File: config.mk
export PLATFORM = sky130hd
export DESIGN_NAME = fb_swap_controller_flat
export DESIGN_NICKNAME = d
export VERILOG_FILES = /design/src/rtl/fb_swap_if.sv /design/src/rtl/fb_swap_controller.sv /design/src/flat_wrapper.sv
export SDC_FILE = /design/constraint.sdc
export NUM_CORES = 1
export LEC_CHECK = 0
export ABC_AREA = 1
export BUFFER_PORTS_ARGS = -buffer_cell sky130_fd_sc_hd__buf_2
export CORE_ASPECT_RATIO = 0.5
export CORE_MARGIN = 10
export CORE_UTILIZATION = 50
export CTS_CLUSTER_SIZE = 10
export DETAILED_ROUTE_END_ITERATION = 12
export PLACE_DENSITY = 0.71
export SLEW_MARGIN = 0
export SYNTH_ARGS = -nofsm -noshare
export SYNTH_HDL_FRONTEND = slang
export SYNTH_SLANG_ARGS = --single-unit
File: constraint.sdc
create_clock -name pixel_clk_in -period 2.1 [get_ports pixel_clk_in]
set_input_delay 0 -clock pixel_clk_in [delete_from_list [all_inputs] [get_ports pixel_clk_in]]
set_output_delay 0 -clock pixel_clk_in [all_outputs]
set_load 0.01 [all_outputs]
File: src/rtl/fb_swap_if.sv
// Bundles the raycast-transformer / video-timing handshake of the frame-buffer
// swap controller. The controller uses the slave modport; the block driving
// pixel strobes and frame timing uses the master modport.
interface fb_swap_if;
    logic        ray_valid_in;
    logic        ray_last_pixel_in;
    logic        frame_start_in;
    logic [1:0]  wr_en_out;
    logic        rd_buf_sel_out;
    logic [1:0]  fb_ready_to_switch_out;
    logic [15:0] frame_count_out;
    logic [15:0] repeat_count_out;
    logic        pixel_count_err_out;
    logic        overrun_err_out;

    modport slave (
        input  ray_valid_in,
        input  ray_last_pixel_in,
        input  frame_start_in,
        output wr_en_out,
        output rd_buf_sel_out,
        output fb_ready_to_switch_out,
        output frame_count_out,
        output repeat_count_out,
        output pixel_count_err_out,
        output overrun_err_out
    );

    modport master (
        output ray_valid_in,
        output ray_last_pixel_in,
        output frame_start_in,
        input  wr_en_out,
        input  rd_buf_sel_out,
        input  fb_ready_to_switch_out,
        input  frame_count_out,
        input  repeat_count_out,
        input  pixel_count_err_out,
        input  overrun_err_out
    );
endinterface

File: src/rtl/fb_swap_controller.sv
// Double-buffered frame-buffer swap controller. The raycaster renders into the
// back buffer while the display scans the front buffer; buffers are exchanged
// only when a frame is complete and the display signals a new frame start.
// If rendering is late the display shows the old frame again, which is counted.
module fb_swap_controller #(
    parameter int SCREEN_WIDTH  = 320,
    parameter int SCREEN_HEIGHT = 180,
    parameter int FRAME_PIXELS  = SCREEN_WIDTH * SCREEN_HEIGHT
) (
    input  logic       pixel_clk_in,
    input  logic       rst_in,
    fb_swap_if.slave   bus
);

    typedef enum logic [1:0] {
        RENDER       = 2'd0,
        WAIT_DISPLAY = 2'd1,
        SWAP         = 2'd2
    } state_t;

    localparam logic [16:0] FRAME_PIXELS_W = 17'(FRAME_PIXELS);

    state_t      state;
    state_t      state_next;
    logic        rd_buf_sel;
    logic        wr_buf_sel;
    logic [15:0] pix_count;
    logic [15:0] frame_count;
    logic [15:0] repeat_count;
    logic [1:0]  ready;
    logic        pixel_err;
    logic        overrun_err;
    logic        write_accept;
    logic        frame_len_bad;
    logic [1:0]  wr_en;

    // The back buffer is always the one the display is not reading.
    assign wr_buf_sel = ~rd_buf_sel;

    // A pixel is written only while rendering, and never during reset.
    assign write_accept = (state == RENDER) && bus.ray_valid_in && !rst_in;

    // Frame length check includes the pixel arriving alongside the last flag.
    assign frame_len_bad = ({1'b0, pix_count} + 17'(bus.ray_valid_in)) != FRAME_PIXELS_W;

    // Frame-sequencing state register.
    always_ff @(posedge pixel_clk_in) begin
        // NOTE: sequential state uses non-blocking assignments so every register
        // samples pre-edge values regardless of block ordering.
        if (rst_in) begin
            state <= RENDER;
        end else begin
            state <= state_next;
        end
    end

    // Next-state decode: finish frame, wait for display, swap for one cycle.
    always_comb begin
        // NOTE: default first so every path assigns state_next and no latch is inferred.
        state_next = state;
        case (state)
            RENDER: begin
                if (bus.ray_last_pixel_in && bus.frame_start_in) begin
                    state_next = SWAP;
                end else if (bus.ray_last_pixel_in) begin
                    state_next = WAIT_DISPLAY;
                end
            end
            WAIT_DISPLAY: begin
                if (bus.frame_start_in) begin
                    state_next = SWAP;
                end
            end
            SWAP:    state_next = RENDER;
            default: state_next = RENDER;
        endcase
    end

    // Zero-latency write enable steering the accepted pixel to the back buffer.
    always_comb begin
        wr_en = 2'b00;
        if (write_accept) begin
            wr_en = wr_buf_sel ? 2'b10 : 2'b01;
        end
    end

    // Buffer selection, counters, handshake and sticky error flags.
    always_ff @(posedge pixel_clk_in) begin
        if (rst_in) begin
            rd_buf_sel   <= 1'b1;
            pix_count    <= '0;
            frame_count  <= '0;
            repeat_count <= '0;
            ready        <= 2'b00;
            pixel_err    <= 1'b0;
            overrun_err  <= 1'b0;
        end else begin
            case (state)
                RENDER: begin
                    if (bus.ray_valid_in) begin
                        pix_count <= pix_count + 16'd1;
                        ready     <= 2'b00;
                    end
                    if (bus.ray_last_pixel_in && frame_len_bad) begin
                        pixel_err <= 1'b1;
                    end
                    // Display restarted before the frame finished: old frame shown again.
                    if (bus.frame_start_in && !bus.ray_last_pixel_in &&
                        repeat_count != 16'hFFFF) begin
                        repeat_count <= repeat_count + 16'd1;
                    end
                end
                WAIT_DISPLAY: begin
                    if (bus.ray_valid_in) begin
                        overrun_err <= 1'b1;
                    end
                end
                SWAP: begin
                    if (bus.ray_valid_in) begin
                        overrun_err <= 1'b1;
                    end
                    rd_buf_sel  <= ~rd_buf_sel;
                    frame_count <= frame_count + 16'd1;
                    pix_count   <= '0;
                    ready       <= 2'b11;
                end
                default: ;
            endcase
        end
    end

    assign bus.wr_en_out              = wr_en;
    assign bus.rd_buf_sel_out         = rd_buf_sel;
    assign bus.fb_ready_to_switch_out = ready;
    assign bus.frame_count_out        = frame_count;
    assign bus.repeat_count_out       = repeat_count;
    assign bus.pixel_count_err_out    = pixel_err;
    assign bus.overrun_err_out        = overrun_err;

endmodule

File: src/flat_wrapper.sv
// flat-port wrapper written by rule: the top's interface ports become plain ports
module fb_swap_controller_flat 
#(
    parameter int SCREEN_WIDTH  = 320,
    parameter int SCREEN_HEIGHT = 180,
    parameter int FRAME_PIXELS  = SCREEN_WIDTH * SCREEN_HEIGHT
)
  (pixel_clk_in, rst_in, bus_ray_valid_in, bus_ray_last_pixel_in, bus_frame_start_in, bus_wr_en_out, bus_rd_buf_sel_out, bus_fb_ready_to_switch_out, bus_frame_count_out, bus_repeat_count_out, bus_pixel_count_err_out, bus_overrun_err_out);
  fb_swap_if bus_i ();
  input  logic pixel_clk_in;
  input  logic rst_in;
  input wire logic [$bits(bus_i.ray_valid_in)-1:0] bus_ray_valid_in;
  input wire logic [$bits(bus_i.ray_last_pixel_in)-1:0] bus_ray_last_pixel_in;
  input wire logic [$bits(bus_i.frame_start_in)-1:0] bus_frame_start_in;
  output wire logic [$bits(bus_i.wr_en_out)-1:0] bus_wr_en_out;
  output wire logic [$bits(bus_i.rd_buf_sel_out)-1:0] bus_rd_buf_sel_out;
  output wire logic [$bits(bus_i.fb_ready_to_switch_out)-1:0] bus_fb_ready_to_switch_out;
  output wire logic [$bits(bus_i.frame_count_out)-1:0] bus_frame_count_out;
  output wire logic [$bits(bus_i.repeat_count_out)-1:0] bus_repeat_count_out;
  output wire logic [$bits(bus_i.pixel_count_err_out)-1:0] bus_pixel_count_err_out;
  output wire logic [$bits(bus_i.overrun_err_out)-1:0] bus_overrun_err_out;
  assign bus_i.ray_valid_in = bus_ray_valid_in;
  assign bus_i.ray_last_pixel_in = bus_ray_last_pixel_in;
  assign bus_i.frame_start_in = bus_frame_start_in;
  assign bus_wr_en_out = bus_i.wr_en_out;
  assign bus_rd_buf_sel_out = bus_i.rd_buf_sel_out;
  assign bus_fb_ready_to_switch_out = bus_i.fb_ready_to_switch_out;
  assign bus_frame_count_out = bus_i.frame_count_out;
  assign bus_repeat_count_out = bus_i.repeat_count_out;
  assign bus_pixel_count_err_out = bus_i.pixel_count_err_out;
  assign bus_overrun_err_out = bus_i.overrun_err_out;
  fb_swap_controller #(.SCREEN_WIDTH(SCREEN_WIDTH), .SCREEN_HEIGHT(SCREEN_HEIGHT), .FRAME_PIXELS(FRAME_PIXELS)) u_core (.pixel_clk_in(pixel_clk_in), .rst_in(rst_in), .bus(bus_i));
endmodule
Word-level counts from Yosys, hierarchy flattened
Cells that the tools add are included.
{ "totals": {"reg_bits": 55, "in_bits": 5, "word_cells": 46} }
{ "op_classes": {"addsub": 4, "n_eq_ne": 7, "n_mux": 10, "bitwise": 1, "n_reduce_logical": 16} }
{ "ops": {"columns": ["operator", "count"], "rows": [
  ["16-bit by 1-bit adder with 16-bit output (second input constant)", 3],
  ["16-bit one-hot mux with 2 select lines", 1],
  ["16-bit by 1-bit adder with 17-bit output", 1],
  ["17-bit by 16-bit inequality test with 1-bit output (second input constant)", 1],
  ["16-bit two-way mux", 1],
  ["16-bit inequality test (second input constant)", 1],
  ["2-bit two-way mux", 6],
  ["2-bit AND reduction", 5],
  ["2-bit one-hot mux with 2 select lines", 2],
  ["1-bit logical AND", 6],
  ["2-bit inequality test (second input constant)", 2],
  ["3-bit inequality test (second input constant)", 1],
  ["2-bit by 1-bit == test with 1-bit output (second input constant)", 1],
  ["2-bit == test (second input constant)", 1],
  ["1-bit logical NOT", 2],
  ["2-bit logical NOT", 1],
  ["2-bit nonzero test", 1],
  ["2-bit OR reduction", 1],
  ["1-bit NOT", 1]
]} }

Depth between registers and ports, before layout
{ "depth": {"word_depth": 4, "mapped_depth": 13, "mapped_depth_nobuf": 13} }

Least setup slack after synthesis
OpenSTA, ideal clock, no wires.
{ "synth_path": {"path_kind": "reg-to-reg", "start": "register u_core.repeat_count[0] (netlist: u_core.bus.repeat_count_out[0])", "end": "register u_core.repeat_count[11] (netlist: u_core.bus.repeat_count_out[11])", "arrival_ps": 1520, "required_time_ps": 1985, "slack_ps": 465, "stages_incl_launch_ff": 12, "period_less_slack_ps": 1635, "path_cell_list": "dfxtp_1 > ha_1 > nand3_1 > nor2_1 > nand2_1 > clkinv_2 > nand2_1 > nand2_2 > inv_2 > buf_6 > a31oi_1 > nor2_1"} }
{ "synth_between": {"elab_chain_cells": 3, "word_cells_on_any_way": 4, "cone_classes": "add/sub: 1; eq/ne: 1; reduce/logical: 2"} }
{ "synth_rtl": {"columns": ["item", "line_no", "source"], "rows": [
  ["start: declaration", "fb_swap_controller.sv:29", "logic [15:0] repeat_count;"],
  ["start signal: assignment", "fb_swap_controller.sv:110", "repeat_count <= repeat_count + 16'd1;"],
  ["parallel branches: the longest is 3 deep, another holds 16-bit by 1-bit adder with 16-bit output", null, null]
]} }
Parallel ways; which one is timed is not known.
A chain may end at the register's enable or synchronous reset.

Final worst setup path
{ "layout_path": {"start": "register u_core.pix_count[0]", "end": "register u_core.pixel_err (netlist: u_core.bus.pixel_count_err_out)"} }
{ "layout_between": {"elab_chain_cells": 4} }
{ "layout_rtl": {"columns": ["item", "line_no", "source"], "rows": [
  ["start: declaration", "fb_swap_controller.sv:27", "logic [15:0] pix_count;"],
  ["start signal: assignment", "fb_swap_controller.sv:101", "pix_count <= pix_count + 16'd1;"],
  ["16-bit by 1-bit adder with 17-bit output", "fb_swap_controller.sv:44", "assign frame_len_bad = ({1'b0, pix_count} + 17'(bus.ray_valid_in)) != FRAME_PIXELS_W;"],
  ["17-bit by 16-bit inequality test with 1-bit output", "fb_swap_controller.sv:44", null],
  ["1-bit logical AND", "fb_swap_controller.sv:104", "if (bus.ray_last_pixel_in && frame_len_bad) begin"],
  ["2-bit AND reduction (no line)", null, null],
  ["end signal: assignment", "fb_swap_controller.sv:95", "pixel_err <= 1'b0;"],
  ["end signal: assignment", "fb_swap_controller.sv:105", "pixel_err <= 1'b1;"],
  ["end: declaration", "fb_swap_controller.sv:31", "logic pixel_err;"]
]} }
Every way passes these cells.

==> qor.txt <==
Std-Cell Rows -> 19
syn_nets -> 442
FF-to-FF Start -> u_core.pix_count[0]
GRT Total Usage -> 0.132
first-pass GRT wire length -> 10,700 um
critical path arrival -> 2.06 ns
clk_skew -> 0.00634 ns
critical path startpoint -> u_core.pix_count[0]
routed len/inst -> 11.9 um
Vias per Instance -> 5.03
drt initial violations -> 195
routability congestion estimate -> 0.857
CTS root buf -> clkbuf_16
most frequent cells in the layout -> nand2_1 (90), nor2_1 (56), inv_1 (54), dfxtp_1 (54), buf_2 (43)
Syn Area/Cell -> 6.88 um^2
IO Count -> 44
crit-path max cell delay -> 0.45 ns
Final #Nets -> 487
Leak -> 1.40 nW
Num Clock Sinks -> 54
async set-reset flop share out of synthesis -> 0
overall die width -> 129 um
Die Y-Extent -> 74.3 um
kind of critical path -> reg -> reg
Ant. Diodes -> 0
Post-Route WL -> 6510 um
unrepaired setup endpoints after global routing -> false
DRT antenna net count -> 0
ratio of cells with drive above 1 in the final layout -> 0.168
vias in the first global route -> 2,424
Final Power -> 2.09 mW
min Tclk post-route -> 1.90 ns
final hold violations -> 0
Die ar. -> 9560 um^2
Synth Register Bits -> 54
Detailed Routing Iterations Pass 1 -> 5
Pins Over Slew Limit -> 0
Worst setup SP type -> register
Clk pin slew, worst setup/hold paths -> 0.07 ns
H-tree depth -> 2
Post-Syn Area -> 2950 um^2
crit path cell chain -> ha_1 > ha_1 > nand3_1 > inv_1 > nand2_1 > nand2_1 > nand2_1 > inv_1 > nand2_1 > nor2_1 > nand3_1 > nand2_1 > a21oi_1
library cells used by synthesis -> 42
Least-Margin Pin Slew -> 0.497 ns
crit-path max FO -> 5
initial antenna violation count -> 0
setup TNS -> 0 ns
max_cap viols -> 0
CP Data Required Time -> 2.26 ns
hold path startpoint -> bus_frame_start_in
crit share post-route -> 0.903
sequential share of the synthesized area -> 0.366
commonest non-fill, non-tap cell in the layout -> nand2_1
Clock Latency Late Sink -> 0.29 ns
VDD IR max -> 0.000361 V
Max Fclk -> 527 MHz
Via Count -> 2,757
number of buffers added on ports -> 43
most used cell along the critical path -> nand2_1
HP Class -> in -> reg
Core Box Area -> 5590 um^2
Area growth syn-to-layout -> 14.8%
cts bufs inserted -> 5
Post-synth top flop -> dfxtp_1
Finished Core Util -> 0.606
Crit-path slowest cell -> dfxtp_1
Post-DP HPWL -> 4900 um
largest net degree at the start of global routing -> 25
initial core utilization -> 0.528
pwr dens -> 618 nW/um^2
Syn. warnings -> 0
CTS max path bufs -> 2
Max transition margin -> 0.668
critical path endpoint category -> register
number of synthesized flops with an enable pin -> 0
CTS tree -> done
DR DRC count -> 0
status -> complete, no violations
Post-Synthesis Cells -> 429
Overflow after GRT -> 0
# setup viols final -> 0
==> worst max-delay path: cells and delay by family, from the launching register on <==
kind	cells	cell delay [ns]
AOI/OAI and AO/OA	1	0.05
and+or+nand+nor	8	0.57
adders and majority gates	2	0.48
buffers and inverters	2	0.21
DFF	1	0.45
==> layout make-up <==
cell class / count / area [um^2]
Clock buffer: 6 / 139
Timing Repair Buffer: 48 / 255
Multi-Input combinational cell: 307 / 1590
Clock inverter: 2 / 12.5
Inverter: 58 / 219
Fill cell: 533 / 2200
Sequential cell: 54 / 1080
Tap cell: 73 / 91.3
==> repair_timing <==
item | 4_1_cts | 5_1_grt
setup buffers | 0 | 0
gates resized for setup | 0 | 0
hold buffers | 1 | 0
endpoints found under the hold margin | 1 | 0
==> per-layer routing <==
layer | part of all wire | track usage
met1 | 0.49 | 0.164
met2 | 0.46 | 0.224
met3 | 0.047 | 0.0426
met4 | 0.0058 | 0.0270
met5 | 0 | 0
==> report_power, final <==
| group | internal, mW | leakage (nW) | switching [mW] |
|---|---|---|---|
| Clock | 0.473 | 0.0729 | 0.375 |
| Combinational | 0.0658 | 0.888 | 0.115 |
| Sequential | 1.04 | 0.437 | 0.0211 |
==> sequential cells by signal, summed over array words and instances, names as in the netlist <==
signal                             count
u_core.bus.fb_ready_to_switch_out      1
u_core.bus.pixel_count_err_out         1
u_core.bus.frame_count_out            16
u_core.bus.repeat_count_out           16
u_core.bus.rd_buf_sel_out              1
u_core.state                           2
u_core.bus.overrun_err_out             1
u_core.pix_count                      16
==> cell usage after synthesis, types with 6 or more instances <==
master / count / area (um^2)
nor2_1: 56 / 210
xor2_1: 7 / 61.3
o21ai_0: 25 / 125
a21oi_1: 36 / 180
nor2_2: 6 / 37.5
nor3_1: 12 / 60.1
nand3_1: 23 / 115
inv_1: 54 / 203
dfxtp_1: 54 / 1080
ha_1: 8 / 100
nand4_1: 10 / 62.6
nand2_1: 90 / 338
==> logic make-up (layout without fill, tap and decap cells) <==
| family | after synthesis | in the layout | synth area share |
|---|---|---|---|
| AOI/OAI and AO/OA | 77 | 77 | 0.147 |
| xor gates and xnor gates | 9 | 9 | 0.0267 |
| adders and majority gates | 8 | 8 | 0.0339 |
| buffers and inverters | 68 | 114 | 0.0946 |
| DFF | 54 | 54 | 0.366 |
| and+or+nand+nor | 213 | 213 | 0.332 |
==> final timing paths <==
kind / to / slack, ns / depth (start not counted)
worst min register to register: u_core.bus.pixel_count_err_out / 0.45 / 2
worst max register to register: u_core.bus.pixel_count_err_out / 0.20 / 13
worst min-delay path: u_core.state[1] / 0.03 / 3
worst max-delay path: u_core.bus.pixel_count_err_out / 0.20 / 13
==> through the flow <==
stage	worst slack (ns)	std cells	cell area (um^2)	hold slack, ns
global route	0.0272	548	3390	0.0638
detailed placement	0.245	539	3230	0.298
floorplan	0.465	429	2950	0.0785
finish	0.203	548	3390	0.0292
CTS	0.202	548	3390	0.0280
global placement	0.266	539	3230	0.289
Note: power is estimated with default switching activity, not from simulation.
